## config.mk

```make
export PLATFORM = sky130hd
export DESIGN_NAME = key_debounce_array
export DESIGN_NICKNAME = d
export VERILOG_FILES = /design/src/rtl/key_pkg.sv /design/src/rtl/key_debounce_ch.sv /design/src/rtl/key_debounce_array.sv
export SDC_FILE = /design/constraint.sdc
export NUM_CORES = 1
export LEC_CHECK = 0
export ABC_AREA = 0
export ABC_CLOCK_PERIOD_IN_PS = 3480
export BUFFER_PORTS_ARGS = -buffer_cell sky130_fd_sc_hd__buf_2
export CAP_MARGIN = 20
export CELL_PAD_IN_SITES_DETAIL_PLACEMENT = 1
export CELL_PAD_IN_SITES_GLOBAL_PLACEMENT = 1
export CORE_ASPECT_RATIO = 0.5
export CORE_UTILIZATION = 49
export CTS_CLUSTER_SIZE = 24
export DETAILED_ROUTE_END_ITERATION = 10
export PLACE_DENSITY = 0.79
export SLEW_MARGIN = 20
export SYNTH_ARGS = -nofsm -noshare
export SYNTH_HDL_FRONTEND = slang
export SYNTH_SLANG_ARGS = --single-unit
export TNS_END_PERCENT = 20
```

## constraint.sdc

```tcl
create_clock -name clk -period 3.48 [get_ports clk]
set_input_delay 0.348 -clock clk [delete_from_list [all_inputs] [get_ports clk]]
set_output_delay 0.348 -clock clk [all_outputs]
set_load 0.02 [all_outputs]
```

## src/rtl/key_pkg.sv

```systemverilog
// key_pkg: shared definitions for the key debounce array.
//   - one-hot FSM state encoding for the per-channel conditioner
//   - polarity helpers (normalise a raw pin, released pin level)
//   - max3 helper used to size the shared counter width
package key_pkg;

    localparam int ST_W = 4;

    typedef enum logic [ST_W-1:0] {
        ST_IDLE    = 4'b0001,
        ST_FILT_DN = 4'b0010,
        ST_DOWN    = 4'b0100,
        ST_FILT_UP = 4'b1000
    } key_st_e;

    // Raw pin -> 1 = pressed.
    function automatic logic norm_level(input logic raw, input bit active_low);
        return active_low ? ~raw : raw;
    endfunction

    // Raw pin level of a key that is not pressed.
    function automatic logic released_level(input bit active_low);
        return active_low ? 1'b1 : 1'b0;
    endfunction

    function automatic int max3(input int a, input int b, input int c);
        int m;
        m = (a > b) ? a : b;
        return (m > c) ? m : c;
    endfunction

endpackage

```

## src/rtl/key_debounce_ch.sv

```systemverilog
// key_debounce_ch: one push-button channel.
//   2-FF synchroniser, debounce FSM (IDLE/FILT_DN/DOWN/FILT_UP), hold and
//   auto-repeat timers, registered level and strobes.
// Ports:
//   clk, rst_n     clock, asynchronous active-low reset
//   key_in         raw asynchronous pin
//   key_state      debounced level, 1 = pressed
//   press_pulse    1-cycle strobe when a press is accepted
//   release_pulse  1-cycle strobe when a release is accepted
//   long_pulse     1-cycle strobe once the key has been held LONG_CYC
//   repeat_pulse   1-cycle strobe every REP_CYC after long_pulse
module key_debounce_ch
    import key_pkg::*;
#(
    parameter bit ACTIVE_LOW = 1'b1,
    parameter int DEB_CYC    = 1_000_000,
    parameter int LONG_CYC   = 50_000_000,
    parameter int REP_CYC    = 10_000_000,
    parameter bit REPEAT_EN  = 1'b1
) (
    input  logic clk,
    input  logic rst_n,
    input  logic key_in,
    output logic key_state,
    output logic press_pulse,
    output logic release_pulse,
    output logic long_pulse,
    output logic repeat_pulse
);

    localparam int CNT_W = $clog2(max3(DEB_CYC, LONG_CYC, REP_CYC) + 1);

    // The cycle in which IDLE/DOWN first sees the new level is the first of
    // the DEB_CYC stable samples, so the filter state only needs DEB_CYC-1
    // more; that makes pin edge -> strobe exactly 2 + DEB_CYC clocks.
    localparam logic [CNT_W-1:0] DEB_LAST  = CNT_W'(DEB_CYC - 2);
    localparam logic [CNT_W-1:0] HOLD_LAST = CNT_W'(LONG_CYC - 1);
    localparam logic [CNT_W-1:0] REP_LAST  = CNT_W'(REP_CYC - 1);

    logic             sync1, sync2;
    logic             p;
    key_st_e          state;
    logic [CNT_W-1:0] deb_cnt;
    logic [CNT_W-1:0] hold_cnt;
    logic [CNT_W-1:0] rep_cnt;

    assign p = norm_level(sync2, ACTIVE_LOW);

    always_ff @(posedge clk or negedge rst_n) begin
        if (!rst_n) begin
            sync1         <= released_level(ACTIVE_LOW);
            sync2         <= released_level(ACTIVE_LOW);
            state         <= ST_IDLE;
            deb_cnt       <= '0;
            hold_cnt      <= '0;
            rep_cnt       <= '0;
            key_state     <= 1'b0;
            press_pulse   <= 1'b0;
            release_pulse <= 1'b0;
            long_pulse    <= 1'b0;
            repeat_pulse  <= 1'b0;
        end else begin
            sync1         <= key_in;
            sync2         <= sync1;
            press_pulse   <= 1'b0;
            release_pulse <= 1'b0;
            long_pulse    <= 1'b0;
            repeat_pulse  <= 1'b0;

            case (state)
                ST_IDLE: begin
                    if (p) begin
                        state   <= ST_FILT_DN;
                        deb_cnt <= '0;
                    end
                end

                ST_FILT_DN: begin
                    if (!p) begin
                        state <= ST_IDLE;          // glitch, drop silently
                    end else if (deb_cnt == DEB_LAST) begin
                        state       <= ST_DOWN;
                        press_pulse <= 1'b1;
                        key_state   <= 1'b1;
                        hold_cnt    <= '0;
                        rep_cnt     <= '0;
                    end else begin
                        deb_cnt <= deb_cnt + 1'b1;
                    end
                end

                ST_DOWN: begin
                    if (!p) begin
                        state   <= ST_FILT_UP;
                        deb_cnt <= '0;
                    end else if (hold_cnt < HOLD_LAST) begin
                        hold_cnt <= hold_cnt + 1'b1;
                    end else if (hold_cnt == HOLD_LAST) begin
                        // Parking hold_cnt one past the threshold both
                        // saturates it and marks "long already reported".
                        long_pulse <= 1'b1;
                        hold_cnt   <= hold_cnt + 1'b1;
                    end else if (REPEAT_EN) begin
                        if (rep_cnt == REP_LAST) begin
                            repeat_pulse <= 1'b1;
                            rep_cnt      <= '0;
                        end else begin
                            rep_cnt <= rep_cnt + 1'b1;
                        end
                    end
                end

                ST_FILT_UP: begin
                    // hold_cnt/rep_cnt are untouched here, so a bounce back
                    // to DOWN resumes the timers where they stopped.
                    if (p) begin
                        state <= ST_DOWN;
                    end else if (deb_cnt == DEB_LAST) begin
                        state         <= ST_IDLE;
                        release_pulse <= 1'b1;
                        key_state     <= 1'b0;
                    end else begin
                        deb_cnt <= deb_cnt + 1'b1;
                    end
                end

                default: begin
                    state     <= ST_IDLE;
                    deb_cnt   <= '0;
                    hold_cnt  <= '0;
                    rep_cnt   <= '0;
                    key_state <= 1'b0;
                end
            endcase
        end
    end

endmodule

```

## src/rtl/key_debounce_array.sv

```systemverilog
// key_debounce_array: N_KEYS independent push-button conditioners.
// Ports:
//   clk, rst_n     clock, asynchronous active-low reset
//   key_in         raw key pins
//   key_state      debounced levels, 1 = pressed
//   press_pulse    per-key press strobes
//   release_pulse  per-key release strobes
//   long_pulse     per-key long-press strobes
//   repeat_pulse   per-key auto-repeat strobes
//   any_press      OR of press_pulse (combinational from registered strobes)
module key_debounce_array
    import key_pkg::*;
#(
    parameter int N_KEYS     = 4,
    parameter bit ACTIVE_LOW = 1'b1,
    parameter int DEB_CYC    = 1_000_000,
    parameter int LONG_CYC   = 50_000_000,
    parameter int REP_CYC    = 10_000_000,
    parameter bit REPEAT_EN  = 1'b1
) (
    input  logic              clk,
    input  logic              rst_n,
    input  logic [N_KEYS-1:0] key_in,
    output logic [N_KEYS-1:0] key_state,
    output logic [N_KEYS-1:0] press_pulse,
    output logic [N_KEYS-1:0] release_pulse,
    output logic [N_KEYS-1:0] long_pulse,
    output logic [N_KEYS-1:0] repeat_pulse,
    output logic              any_press
);

    for (genvar k = 0; k < N_KEYS; k++) begin : g_ch
        key_debounce_ch #(
            .ACTIVE_LOW (ACTIVE_LOW),
            .DEB_CYC    (DEB_CYC),
            .LONG_CYC   (LONG_CYC),
            .REP_CYC    (REP_CYC),
            .REPEAT_EN  (REPEAT_EN)
        ) u_ch (
            .clk           (clk),
            .rst_n         (rst_n),
            .key_in        (key_in[k]),
            .key_state     (key_state[k]),
            .press_pulse   (press_pulse[k]),
            .release_pulse (release_pulse[k]),
            .long_pulse    (long_pulse[k]),
            .repeat_pulse  (repeat_pulse[k])
        );
    end

    assign any_press = |press_pulse;

endmodule
```

Word level (Yosys, flattened, before mapping):

Cells that the tools add are included.

* add/subtract/negate cells: 12
* $lt $le $gt $ge: 4
* equality and inequality tests: 76
* muxes and demuxes: 172
* bitwise logic cells: 8
* reductions and logical operators: 29

Operator list (number)
* 26-bit two-way mux: 56
* 26-bit case mux with 3 select lines: 8
* 26-bit case mux with 4 select lines: 4
* 26-bit by 1-bit adder with 26-bit output (second input constant): 12
* 26-bit by 20-bit equality test with 1-bit output (second input constant): 4
* 26-bit by 24-bit equality test with 1-bit output (second input constant): 4
* 26-bit equality test (second input constant): 4
* 26-bit < comparator (second input constant): 4
* 4-bit two-way mux: 24
* 1-bit two-way mux: 72
* 4-bit case mux with 4 select lines: 4
* 2-bit inequality test (second input constant): 20
* 5-bit AND reduction: 8
* 2-bit by 1-bit inequality test with 1-bit output (second input constant): 16
* 4-bit AND reduction: 8
* 3-bit by 1-bit inequality test with 1-bit output (second input constant): 8
* 6-bit AND reduction: 4
* 4-bit by 1-bit equality test with 1-bit output (second input constant): 4
* 4-bit by 2-bit equality test with 1-bit output (second input constant): 4
* 4-bit by 3-bit equality test with 1-bit output (second input constant): 4
* 4-bit equality test (second input constant): 4
* 2-bit OR reduction: 8
* 3-bit inequality test (second input constant): 4
* 1-bit case mux with 3 select lines: 4
* 2 further kinds: 9

* bits in registers: 356
* input port bits: 6
* output and inout port bits: 21
* logic and storage cells: 345

Depth between registers and ports, before layout:

Gate-level depths: netlist (run 1).

* depth in word-level cells: 6
* depth in mapped cells: 11
* depth with buffers taken out: 9

Hierarchy:

A second synthesis (run 1) with hierarchy kept.

* cells, all modules: 2452
* area total of the unflattened synthesis: 21583.2 um^2

Modules (own cells, without submodules)
* key_debounce_ch at g_ch[0].u_ch ...: instances 3, cells an instance 611, area each 5375.2 um^2
* key_debounce_ch at g_ch[3].u_ch: instances 1, cells an instance 618, area each 5450.2 um^2
* key_debounce_array: instances 1, cells an instance 1, area each 7.5 um^2

Worst setup path before layout (run 1):

OpenSTA, ideal clock, no wires.

* path type: flip-flop to flip-flop
* start: reg g_ch[2].u_ch.deb_cnt[0]
* end: reg g_ch[2].u_ch.rep_cnt[11]
* arrival: 2453 ps
* required time: 3385 ps
* path slack: 931 ps
* stages on the path, launching flop included: 12
* buffers on the path: 3
* period minus slack after synthesis: 2549 ps
* path through: dfrtp_1 inv_1 ha_1 or4b_1 o41ai_1 nand2b_1 buf_2 a21o_1 or2_1 buf_2 buf_6 o31ai_1

* word-level cells in the longest chain between the ends: 3

Ends and longest elaborated chain
* start, declared: line key_debounce_ch.sv:43 `logic [CNT_W-1:0] deb_cnt;`
* start signal, assigned: line key_debounce_ch.sv:88 `deb_cnt <= deb_cnt + 1'b1;`
* start signal, assigned: line key_debounce_ch.sv:123 `deb_cnt <= deb_cnt + 1'b1;`
* 26-bit by 20-bit equality test with 1-bit output: line key_debounce_ch.sv:81 `end else if (deb_cnt == DEB_LAST) begin`
* 2-bit by 1-bit inequality test with 1-bit output (no source line)
* 6-bit AND reduction (no source line)
* end signal, assigned: line key_debounce_ch.sv:108 `rep_cnt <= rep_cnt + 1'b1;`
* end, declared: line key_debounce_ch.sv:45 `logic [CNT_W-1:0] rep_cnt;`

No other way between the ends.
A chain may end at the register's enable or synchronous reset.

Final worst setup path (run 1):

* start: reg g_ch[2].u_ch.deb_cnt[0]
* end: reg g_ch[2].u_ch.rep_cnt[21]

The elaborated chain is that of the path after synthesis.

==> reports/qor.txt, run 1 <==
outcome: completed
Max H-tree Level: 2
DRC: 0
Vias/cell: 6.22
worst min path class: in2async
Routed WL: 53300 um
leakage: 0.00888 uW
DP Wirelength: 35300 um
number of cells on the worst reg-to-reg path: 8
number of CTS-inserted buffers: 36
Final nets: 2322
flip-flop and latch count after synthesis: 356
Finish-stage setup viols: 0
part of the power in registers: 44.9%
final number of hold-violating endpoints: 0
largest family of logic cells by synthesized area: simple AND/OR/NAND/NOR gates
critical path class: reg2reg
Post-synth EDFFs: 0
critical path capture point: g_ch[2].u_ch.rep_cnt[21]
top-count cell post-synth: dfrtp_1
Port Buf Inserts: 26
Worst Max-Slew Pin Slew: 0.979 ns
Post-synth ARST share: 100%
Detailed Routing Iterations Pass 1: 4
mapped cell area: 0.0200 mm^2
WP data required: 3.89 ns
min setup slack post-route: 0.456 ns
RR Startpoint: g_ch[2].u_ch.deb_cnt[0]
largest net degree at the start of global routing: 90
overflow left after global routing: 0
vias in the first global route: 18100
top cells by count, synth: dfrtp_1, o21ai_0, nor2_1
synth warn: 0
most numerous cell on the critical path: o41ai_1
reg-to-reg slack, setup: 0.46 ns
synthesis-to-finish area growth: 8.95%
CTS max path bufs: 3
post-synthesis mux area share: 0.157%
worst-path maximum fanout: 24
cell accounting for the most synthesized area: dfrtp_1
clk_lat worst skew: 0.53 ns
Compound-Gate Fraction of Synth Area: 19.1%
die height: 145 um
hold slack final: 0.357 ns
Synth Area in Adders: 1.00%
Pins Over Slew Limit: 0
n_diodes: 0
Core Area: 0.0395 mm^2
post-route ant nets: 0
crit path launch type: flip-flop
Clk pin slew, worst setup/hold paths: 0.06 ns
post-cts sizing count: 0
Avg WL per Cell: 18.7 um
global-route wire length before repair: 91400 um
Synthesized Nets: 2348
fin crit share: 86.9%
post-synthesis cell count: 2326
post-synthesis simple-gate area fraction: 27.3%
NetSw: 2810 uW
setup TNS: 0 ns
Comb power frac: 14.0%
Worst setup EP type: flip-flop
Post-synth top flop: dfrtp_1
CTS Root Cell: clkbuf_16
worst reg2reg path endpoint: g_ch[2].u_ch.rep_cnt[21]
die width: 287 um
pwr dens: 443 mW/mm^2
Rows: 51
top cell type's share of synthesized area: 43.1%
CP startpoint: g_ch[2].u_ch.deb_cnt[0]
die area: 0.0416 mm^2
Switching Share: 29.2%
initial antenna violation count: 1
Max-slew headroom: 34.8%
Starting Density: 50.5%
Yosys cell types: 77
Crit path largest cell delay: 0.58 ns
fin crit period: 3.02 ns
Seq/Total Area, Yosys: 44.7%
Max VDD drop: 266 uV
Num Clock Sinks: 356
crit path max-delay cell type: or2_1
Place WS: 0.409 ns
# IOs: 27
Max Cap Viol: 0
Max Clock Skew: 0.0112 ns
internal power: 6820 uW
XOR/XNOR Fraction of Synth Area: 3.73%
GPL Wtd Cong: 0.828
CTS tree: yes
Mean Syn Cell Area: 8.58 um^2
RSZ-0062 raised after global routing: false
Cell Chain, Critical Path: inv_1 > ha_1 > or4b_1 > o41ai_1 > nand2b_1 > a21o_1 > or2_1 > o41ai_1
fmax: 331 MHz
Area contributors post-synth: dfrtp_1, o21ai_0, nor2_1, nand2_1, nand4_1
WP data arrival: 3.43 ns
initial drt markers: 1032
Clk pwr share: 41.1%
DR vias: 17800
share of post-route cells with drive strength above 1: 7.53%
FILL cells: 4643
Global Route Usage Sum: 26.2%
## cell type report
cell class	count	area (um^2)	area share, %
repair buffers	75	558	2.57
inverters	45	169	0.777
multi-input cells	1786	10300	47.2
well taps	530	663	3.05
clock buffers	52	1060	4.88
flip-flops and latches	356	8920	41.0
clock inverters	10	100	0.460
## metal layers
metal,routed length [um],global-route usage [%],vias up
li1,-,-,8516
met1,25800,35.7,9007
met2,25400,44.7,153
met3,1340,3.48,76
met4,782,5.96,0
met5,0,0,-
## power groups by stage
stage                     Sequential [uW]  Clock [uW]  Combinational, uW
after global placement               4400           0               1340
after floorplan                      4310           0                904
after detailed placement             4400           0               1340
after global routing                 4340        4220               1500
final                                4320        3960               1350
after CTS                            4320        4070               1360
## registers in the layout (all words and copies together) (netlist names)
register / flops
g_ch.u_ch.deb_cnt: 104
g_ch.u_ch.hold_cnt: 104
g_ch.u_ch.key_state: 4
g_ch.u_ch.long_pulse: 4
g_ch.u_ch.press_pulse: 4
g_ch.u_ch.release_pulse: 4
g_ch.u_ch.rep_cnt: 104
g_ch.u_ch.repeat_pulse: 4
g_ch.u_ch.state: 16
g_ch.u_ch.sync1: 4
g_ch.u_ch.sync2: 4
## cells by family after synthesis
group,count (synthesis)
buffers and inverters,184
DFF,356
adders and majority gates,16
and+or+nand+nor,1054
xor gates and xnor gates,85
AOI/OAI and AO/OA,628
muxes,3
## through the flow
step	utilization [%]	std cells	area, um^2	total power, uW
after floorplan	-	2326	20000	5210
after global placement	52.0	2787	20500	5730
after detailed placement	52.0	2787	20500	5740
after CTS	55.1	2854	21700	9750
after global routing	55.1	2854	21700	10100
final	55.1	2854	21700	9640
## timing repair
| action | 4_1_cts | 5_1_grt |
|---|---|---|
| setup buffers | 0 | 0 |
| hold endpoints to repair | 53 | 0 |
| hold buffers | 5 | 0 |
## how the worst min path moves through the flow
| stage | from | endpoint | slack (ns) | cells after the start |
|---|---|---|---|---|
| 6_report | rst_n | g_ch[1].u_ch.hold_cnt[20] | 0.36 | 2 |
| 5_1_grt | g_ch[0].u_ch.sync1 | g_ch[0].u_ch.sync2 | 0.36 | 0 |
| 4_1_cts | g_ch[1].u_ch.sync1 | g_ch[1].u_ch.sync2 | 0.36 | 0 |
| 3_5_place_dp | rst_n | g_ch[1].u_ch.hold_cnt[20] | 0.33 | 1 |
| 3_3_place_gp | rst_n | g_ch[1].u_ch.hold_cnt[20] | 0.32 | 1 |
| 2_1_floorplan | rst_n | g_ch[0].u_ch.deb_cnt[0] | 0.05 | 0 |
## layout by cell type (no fill, tap or decap), types with 9 or more instances in the layout
cell type  netlist  routed
o31ai_1         69      69
and4_1          20      20
clkbuf_16        0      37
nor4b_1         21      18
nor4_1          35      35
nor3b_1         13      13
or3_1           43      43
ha_1            16      16
and3_1          74      74
buf_2            7      25
nor2_1         241     240
buf_4           20      41
nand3_1        125     125
o21ai_0        242     241
o41ai_1         18      18
nand2_1        208     208
a21oi_1        126     125
a22o_1          10      10
nor3_1          67      66
inv_1           45      45
a41oi_1         17      17
dfstp_2         12      12
a21o_1          19      19
o21ai_1         14      15
a31oi_1         53      53
nand2b_1        22      22
xnor2_1         48      48
xor2_1          37      37
nor2b_1         22      22
and2_1          15      15
o211ai_1         9       9
dfrtp_1        344     344
nand4_1        101     101
or4_1           15      15
## critical path, delay by kind of cell, from the launching register on
family                   cells  cell delay [ns]
AO/OA/AOI/OAI                3             1.07
flip-flops                   1             0.39
adder cells (fa/ha/maj)      1             0.17
AND/OR/NAND/NOR              3             1.16
buffers and inverters        1             0.10
Note: power is estimated with default switching activity, not from simulation.
==> run 2: changes to the inputs <==
==> constraint.sdc (replaced) <==
create_clock -name clk -period 3.48 [get_ports clk]
set_input_delay 0.174 -clock clk [delete_from_list [all_inputs] [get_ports clk]]
set_output_delay 0.174 -clock clk [all_outputs]
set_load 0.02 [all_outputs]
==> reports/qor.txt, run 2 (synthesized netlist as in run 1, its figures left out) <==
Setup Fix Bufs, Post-CTS: 0 (unchanged)
crit path max-delay cell type: or2_1
CTS tree: yes
n_diodes: 0 (unchanged)
Max Clock Skew: 0.0210 ns (+0.00974 ns)
Place WS: 0.433 ns (+0.0245 ns)
min setup slack post-route: 0.391 ns (-0.0642 ns)
Max-slew headroom: 35.8% (+1.0 points)
Cell Count, Final, Fillers Out: 2857 (+0.11%)
Vias/cell: 6.26 (+0.65%)
worst-path maximum fanout: 24 (unchanged)
WP data arrival: 3.50 ns (+0.07 ns)
number of CTS-inserted buffers: 36 (unchanged)
DP Wirelength: 36200 um (+2.6%)
global-route wire length before repair: 91600 um (+0.24%)
die width: 287 um (unchanged)
fmax: 324 MHz (-2.1%)
overflow left after global routing: 0 (unchanged)
Max H-tree Level: 2 (unchanged)
crit path launch type: flip-flop
Clk pin slew, worst setup/hold paths: 0.07 ns (about the same)
outcome: completed
most frequent cells in the layout: dfrtp_1, o21ai_0, nor2_1, nand2_1
biggest regs: g_ch.u_ch.deb_cnt x104, g_ch.u_ch.hold_cnt x104, g_ch.u_ch.rep_cnt x104
Finish-stage setup viols: 0 (unchanged)
die area: 0.0416 mm^2 (unchanged)
Num Clock Sinks: 356 (unchanged)
Avg WL per Cell: 18.9 um (+1.4%)
initial drt markers: 1212 (+17%)
Finished Cell Area: 0.0218 mm^2 (about the same)
# IOs: 27 (unchanged)
Cell Chain, Critical Path: or3_4 > nor4_2 > a32o_2 > nor2_2 > a21o_1 > or2_1 > o41ai_1
Starting Density: 50.5% (unchanged)
Core Area: 0.0395 mm^2 (unchanged)
Detailed Routing Iterations Pass 1: 4 (unchanged)
critical path class: reg2reg
Rows: 51 (unchanged)
Crit path largest cell delay: 0.58 ns (about the same)
Total Power: 9560 uW (-0.75%)
Worst Max-Slew Pin Slew: 0.963 ns (-0.0153 ns)
leakage: 0.00887 uW (-0.11%)
Port Buf Inserts: 26 (unchanged)
Final nets: 2324 (+0.086%)
Max VDD drop: 291 uV (+9.5%)
post-route ant nets: 0 (unchanged)
Max Cap Viol: 0 (unchanged)
worst min path class: in2reg
fin crit period: 3.09 ns (+0.0642 ns)
die height: 145 um (unchanged)
initial antenna violation count: 1 (unchanged)
Pins Over Slew Limit: 0 (unchanged)
# hold bufs at CTS: 5 (unchanged)
fin crit share: 88.8% (+1.8 points)
placed cells: 2789 (+0.072%)
DR vias: 17900 (+0.75%)
final number of hold-violating endpoints: 0 (unchanged)
CTS Root Cell: clkbuf_16
vias in the first global route: 18000 (-0.89%)
CTS max path bufs: 3 (unchanged)
largest net degree at the start of global routing: 106 (+18%)
GPL Wtd Cong: 0.807 (-2.5%)
clk_lat worst skew: 0.55 ns (+0.02 ns)
share of post-route cells with drive strength above 1: 7.39% (-0.14 points)
WP data required: 3.89 ns (about the same)
Worst setup EP type: flip-flop
Routed WL: 54100 um (+1.5%)
Global Route Usage Sum: 26.3% (+0.11 points)
DRC: 0 (unchanged)
setup TNS: 0 ns (unchanged)
post-cts sizing count: 0 (unchanged)
most common cell after layout, fill and taps aside: dfrtp_1
pwr dens: 440 mW/mm^2 (-0.78%)
RSZ-0062 raised after global routing: false
synthesis-to-finish area growth: 8.98% (about the same)
DP Area: 0.0206 mm^2 (+0.13%)
[run 2: cell count changes in the layout (fill, tap and decap cells not counted), sizes merged]
cell    delta
clkbuf     +8
clkinv     -8
inv        +3
buf        +2
bufinv     -2
[run 2: worst max-delay path, delay by kind of cell, from the launching register on]
| kind | cells | cell delay [ns] |
|---|---|---|
| simple gates | 4 | 1.48 |
| compound gates | 3 | 0.98 |
| flops | 1 | 0.49 |
[run 2: layout make-up]
class,instances,area [um^2]
multi-input cells,1786,10300
fillers,4636,17700
clock inverters,3,28.8
clock buffers,60,1110
well taps,530,663
inverters,45,169
repair buffers,77,586
flip-flops and latches,356,8920
[run 2: report_power, final]
group,leakage (uW),switching (uW),total [uW],internal [uW]
logic,0.00338,995,1350,355
clock network,0.000558,1710,3890,2190
registers,0.00493,125,4320,4200
total,0.00887,2830,9560,6740
[run 2: per-layer routing]
layer | track usage [%] | vias to the layer above | share of wire [%] | wire length (um)
met2 | 44.6 | 191 | 48 | 25900
li1 | - | 8507 | - | -
met4 | 5.66 | 2 | 1.6 | 847
met5 | 0 | - | 0.015 | 8
met1 | 36.4 | 9119 | 48 | 26000
met3 | 3.24 | 67 | 2.4 | 1320
[run 2: through the flow]
| stage | hold WS [ns] | util (%) |
|---|---|---|
| 2_1_floorplan | -0.122 | - |
| 3_3_place_gp | 0.279 | 52.0 |
| 3_5_place_dp | 0.281 | 52.1 |
| 4_1_cts | 0.260 | 55.1 |
| 5_1_grt | 0.273 | 55.1 |
| 6_report | 0.287 | 55.1 |
[run 2: worst paths after layout]
kind | cells after the start | from | slack, ns | end
max | 7 | g_ch[2].u_ch.hold_cnt[16] | 0.39 | g_ch[2].u_ch.rep_cnt[21]
min | 2 | key_in[2] | 0.29 | g_ch[2].u_ch.sync1
max reg2reg | 7 | g_ch[2].u_ch.hold_cnt[16] | 0.39 | g_ch[2].u_ch.rep_cnt[21]
min reg2reg | 0 | g_ch[0].u_ch.sync1 | 0.36 | g_ch[0].u_ch.sync2
max in group asynchronous | 3 | rst_n | 2.23 | g_ch[2].u_ch.deb_cnt[13]
min in group asynchronous | 2 | rst_n | 0.31 | g_ch[1].u_ch.hold_cnt[0]
==> run 3: changes to the inputs <==
--- a/config.mk
+++ b/config.mk
@@ -6,7 +6,7 @@
 export NUM_CORES = 1
 export LEC_CHECK = 0
 export ABC_AREA = 0
-export ABC_CLOCK_PERIOD_IN_PS = 3480
+export ABC_CLOCK_PERIOD_IN_PS = 3000
 export BUFFER_PORTS_ARGS = -buffer_cell sky130_fd_sc_hd__buf_2
 export CAP_MARGIN = 20
 export CELL_PAD_IN_SITES_DETAIL_PLACEMENT = 1
==> constraint.sdc (replaced) <==
create_clock -name clk -period 3 [get_ports clk]
set_input_delay 0.15 -clock clk [delete_from_list [all_inputs] [get_ports clk]]
set_output_delay 0.15 -clock clk [all_outputs]
set_load 0.02 [all_outputs]
==> reports/qor.txt, run 3 (synthesized netlist as in run 1, its figures left out) <==
share of post-route cells with drive strength above 1: 8.87% (+1.5 points)
Max VDD drop: 320 uV (+9.8%)
CTS max path bufs: 3 (unchanged)
GPL Wtd Cong: 0.837 (+3.7%)
final number of hold-violating endpoints: 0 (unchanged)
n_diodes: 0 (unchanged)
fmax: 359 MHz (+11%)
worst min path class: in2async
WP data required: 3.40 ns (-0.49 ns)
overflow left after global routing: 0 (unchanged)
DP Area: 0.0208 mm^2 (+1.1%)
most frequent cells in the layout: dfrtp_1, o21ai_0, nor2_1, nand2_1
Starting Density: 50.5% (unchanged)
Num Clock Sinks: 356 (unchanged)
initial drt markers: 1096 (-9.6%)
Port Buf Inserts: 26 (unchanged)
Finished Cell Area: 0.0220 mm^2 (+1.3%)
DP Wirelength: 35500 um (-1.7%)
clk_lat worst skew: 0.53 ns (-0.02 ns)
Core Area: 0.0395 mm^2 (unchanged)
Pins Over Slew Limit: 0 (unchanged)
Max Cap Viol: 0 (unchanged)
Global Route Usage Sum: 26.0% (-0.36 points)
CTS tree: yes
fin util: 55.8% (+0.69 points)
largest net degree at the start of global routing: 79 (-25%)
Avg WL per Cell: 18.5 um (-2.1%)
RSZ-0062 raised after global routing: false
CTS Root Cell: clkbuf_16
outcome: completed
# IOs: 27 (unchanged)
Final nets: 2352 (+1.2%)
vias in the first global route: 18000 (+0.30%)
Finish-stage setup viols: 0 (unchanged)
post-route ant nets: 0 (unchanged)
Detailed Routing Iterations Pass 1: 5 (+1)
Routed WL: 53500 um (-1.1%)
Rows: 51 (unchanged)
biggest regs: g_ch.u_ch.deb_cnt x104, g_ch.u_ch.hold_cnt x104, g_ch.u_ch.rep_cnt x104
fin crit share: 92.9% (+4.2 points)
Worst Max-Slew Pin Slew: 0.825 ns (-0.139 ns)
Vias/cell: 6.19 (-1.1%)
synthesis-to-finish area growth: 10.3%
Max-slew headroom: 44.2% (+8.5 points)
crit path launch type: flip-flop
critical path class: reg2reg
global-route wire length before repair: 90900 um (-0.75%)
initial antenna violation count: 1 (unchanged)
setup TNS: 0 ns (unchanged)
reg-to-reg slack, setup: 0.21 ns (-0.18 ns)
DRC: 0 (unchanged)
Clk pin slew, worst setup/hold paths: 0.06 ns (about the same)
pwr dens: 513 mW/mm^2 (+17%)
leakage: 0.00905 uW (+2.0%)
die width: 287 um (unchanged)
Worst setup EP type: flip-flop
worst-path maximum fanout: 23 (-4.2%)
Max Clock Skew: 0.0116 ns (-0.00935 ns)
Setup Fix Bufs, Post-CTS: 0 (unchanged)
fin crit period: 2.79 ns (-0.300 ns)
DR vias: 17900 (-0.11%)
number of CTS-inserted buffers: 36 (unchanged)
WP data arrival: 3.18 ns (-0.32 ns)
FILL cells: 4684 (+1.0%)
most common cell after layout, fill and taps aside: dfrtp_1
die height: 145 um (unchanged)
Max H-tree Level: 2 (unchanged)
die area: 0.0416 mm^2 (unchanged)
==> run 3: changes by cell type in the layout (fill, tap and decap cells not counted), moves of 2 or more <==
cell | before | now
buf_4 | 42 | 69
bufinv_16 | 0 | 3
clkbuf_1 | 13 | 6
clkbuf_8 | 10 | 6
clkinv_2 | 0 | 11
inv_6 | 2 | 0
==> run 3: path summary, 6_finish.rpt <==
check	from	endpoint	depth (start not counted)
setup / recovery	g_ch[1].u_ch.deb_cnt[8]	g_ch[1].u_ch.deb_cnt[3]	8
hold reg to reg	g_ch[2].u_ch.sync1	g_ch[2].u_ch.sync2	0
max in group asynchronous	rst_n	g_ch[2].u_ch.sync1	3
setup reg to reg	g_ch[1].u_ch.deb_cnt[8]	g_ch[1].u_ch.deb_cnt[3]	8
min in group clk	key_in[1]	g_ch[1].u_ch.sync1	2
hold / removal	rst_n	g_ch[1].u_ch.hold_cnt[22]	2
==> run 3: metrics by stage <==
step	hold WS (ns)	cells	power, uW	setup slack, ns
finish	0.199	2885	11300	0.212
global route	0.257	2885	11800	0.0239
CTS	0.238	2885	11400	0.126
detailed placement	0.207	2817	6740	0.144
global placement	0.206	2817	6710	0.209
floorplan	-0.146	2326	6040	0.451
==> run 3: timing repair <==
item / CTS / global route
gates resized for setup: 0 / 3
endpoints found under the hold margin: 73 / 0
endpoints found under the setup margin: 0 / 14
hold buffers: 5 / 0
==> run 3: area by class of cell <==
type / count / area [um^2] / share of cell area [%]
inverters: 45 / 169 / 0.767
multi-input cells: 1786 / 10300 / 46.7
clock buffers: 49 / 1030 / 4.68
flip-flops and latches: 356 / 8920 / 40.5
well taps: 530 / 663 / 3.01
repair buffers: 105 / 808 / 3.67
clock inverters: 14 / 145 / 0.659
==> run 3: where the power goes <==
group	internal (uW)	switching, uW	total (uW)
clock	2670	1980	4650
combinational	466	1200	1660
sequential	4870	124	4990
total	8000	3300	11300
==> run 3: metal layers <==
metal	vias up	global-route usage [%]	wire [um]
li1	8548	-	-
met1	9040	35.9	25800
met2	206	43.7	25400
met3	71	3.50	1460
met4	2	5.49	792
met5	-	0	8
==> run 3: critical path, cell delays in order, from the launching register on <==
cell and delay [ns]:
dfrtp_1 0.44, nor4_1 0.49, nand4_1 0.25, nor2_1 0.27
a211o_1 0.67, buf_4 0.27, nor2_1 0.06, xnor2_1 0.14
nor2_1 0.07
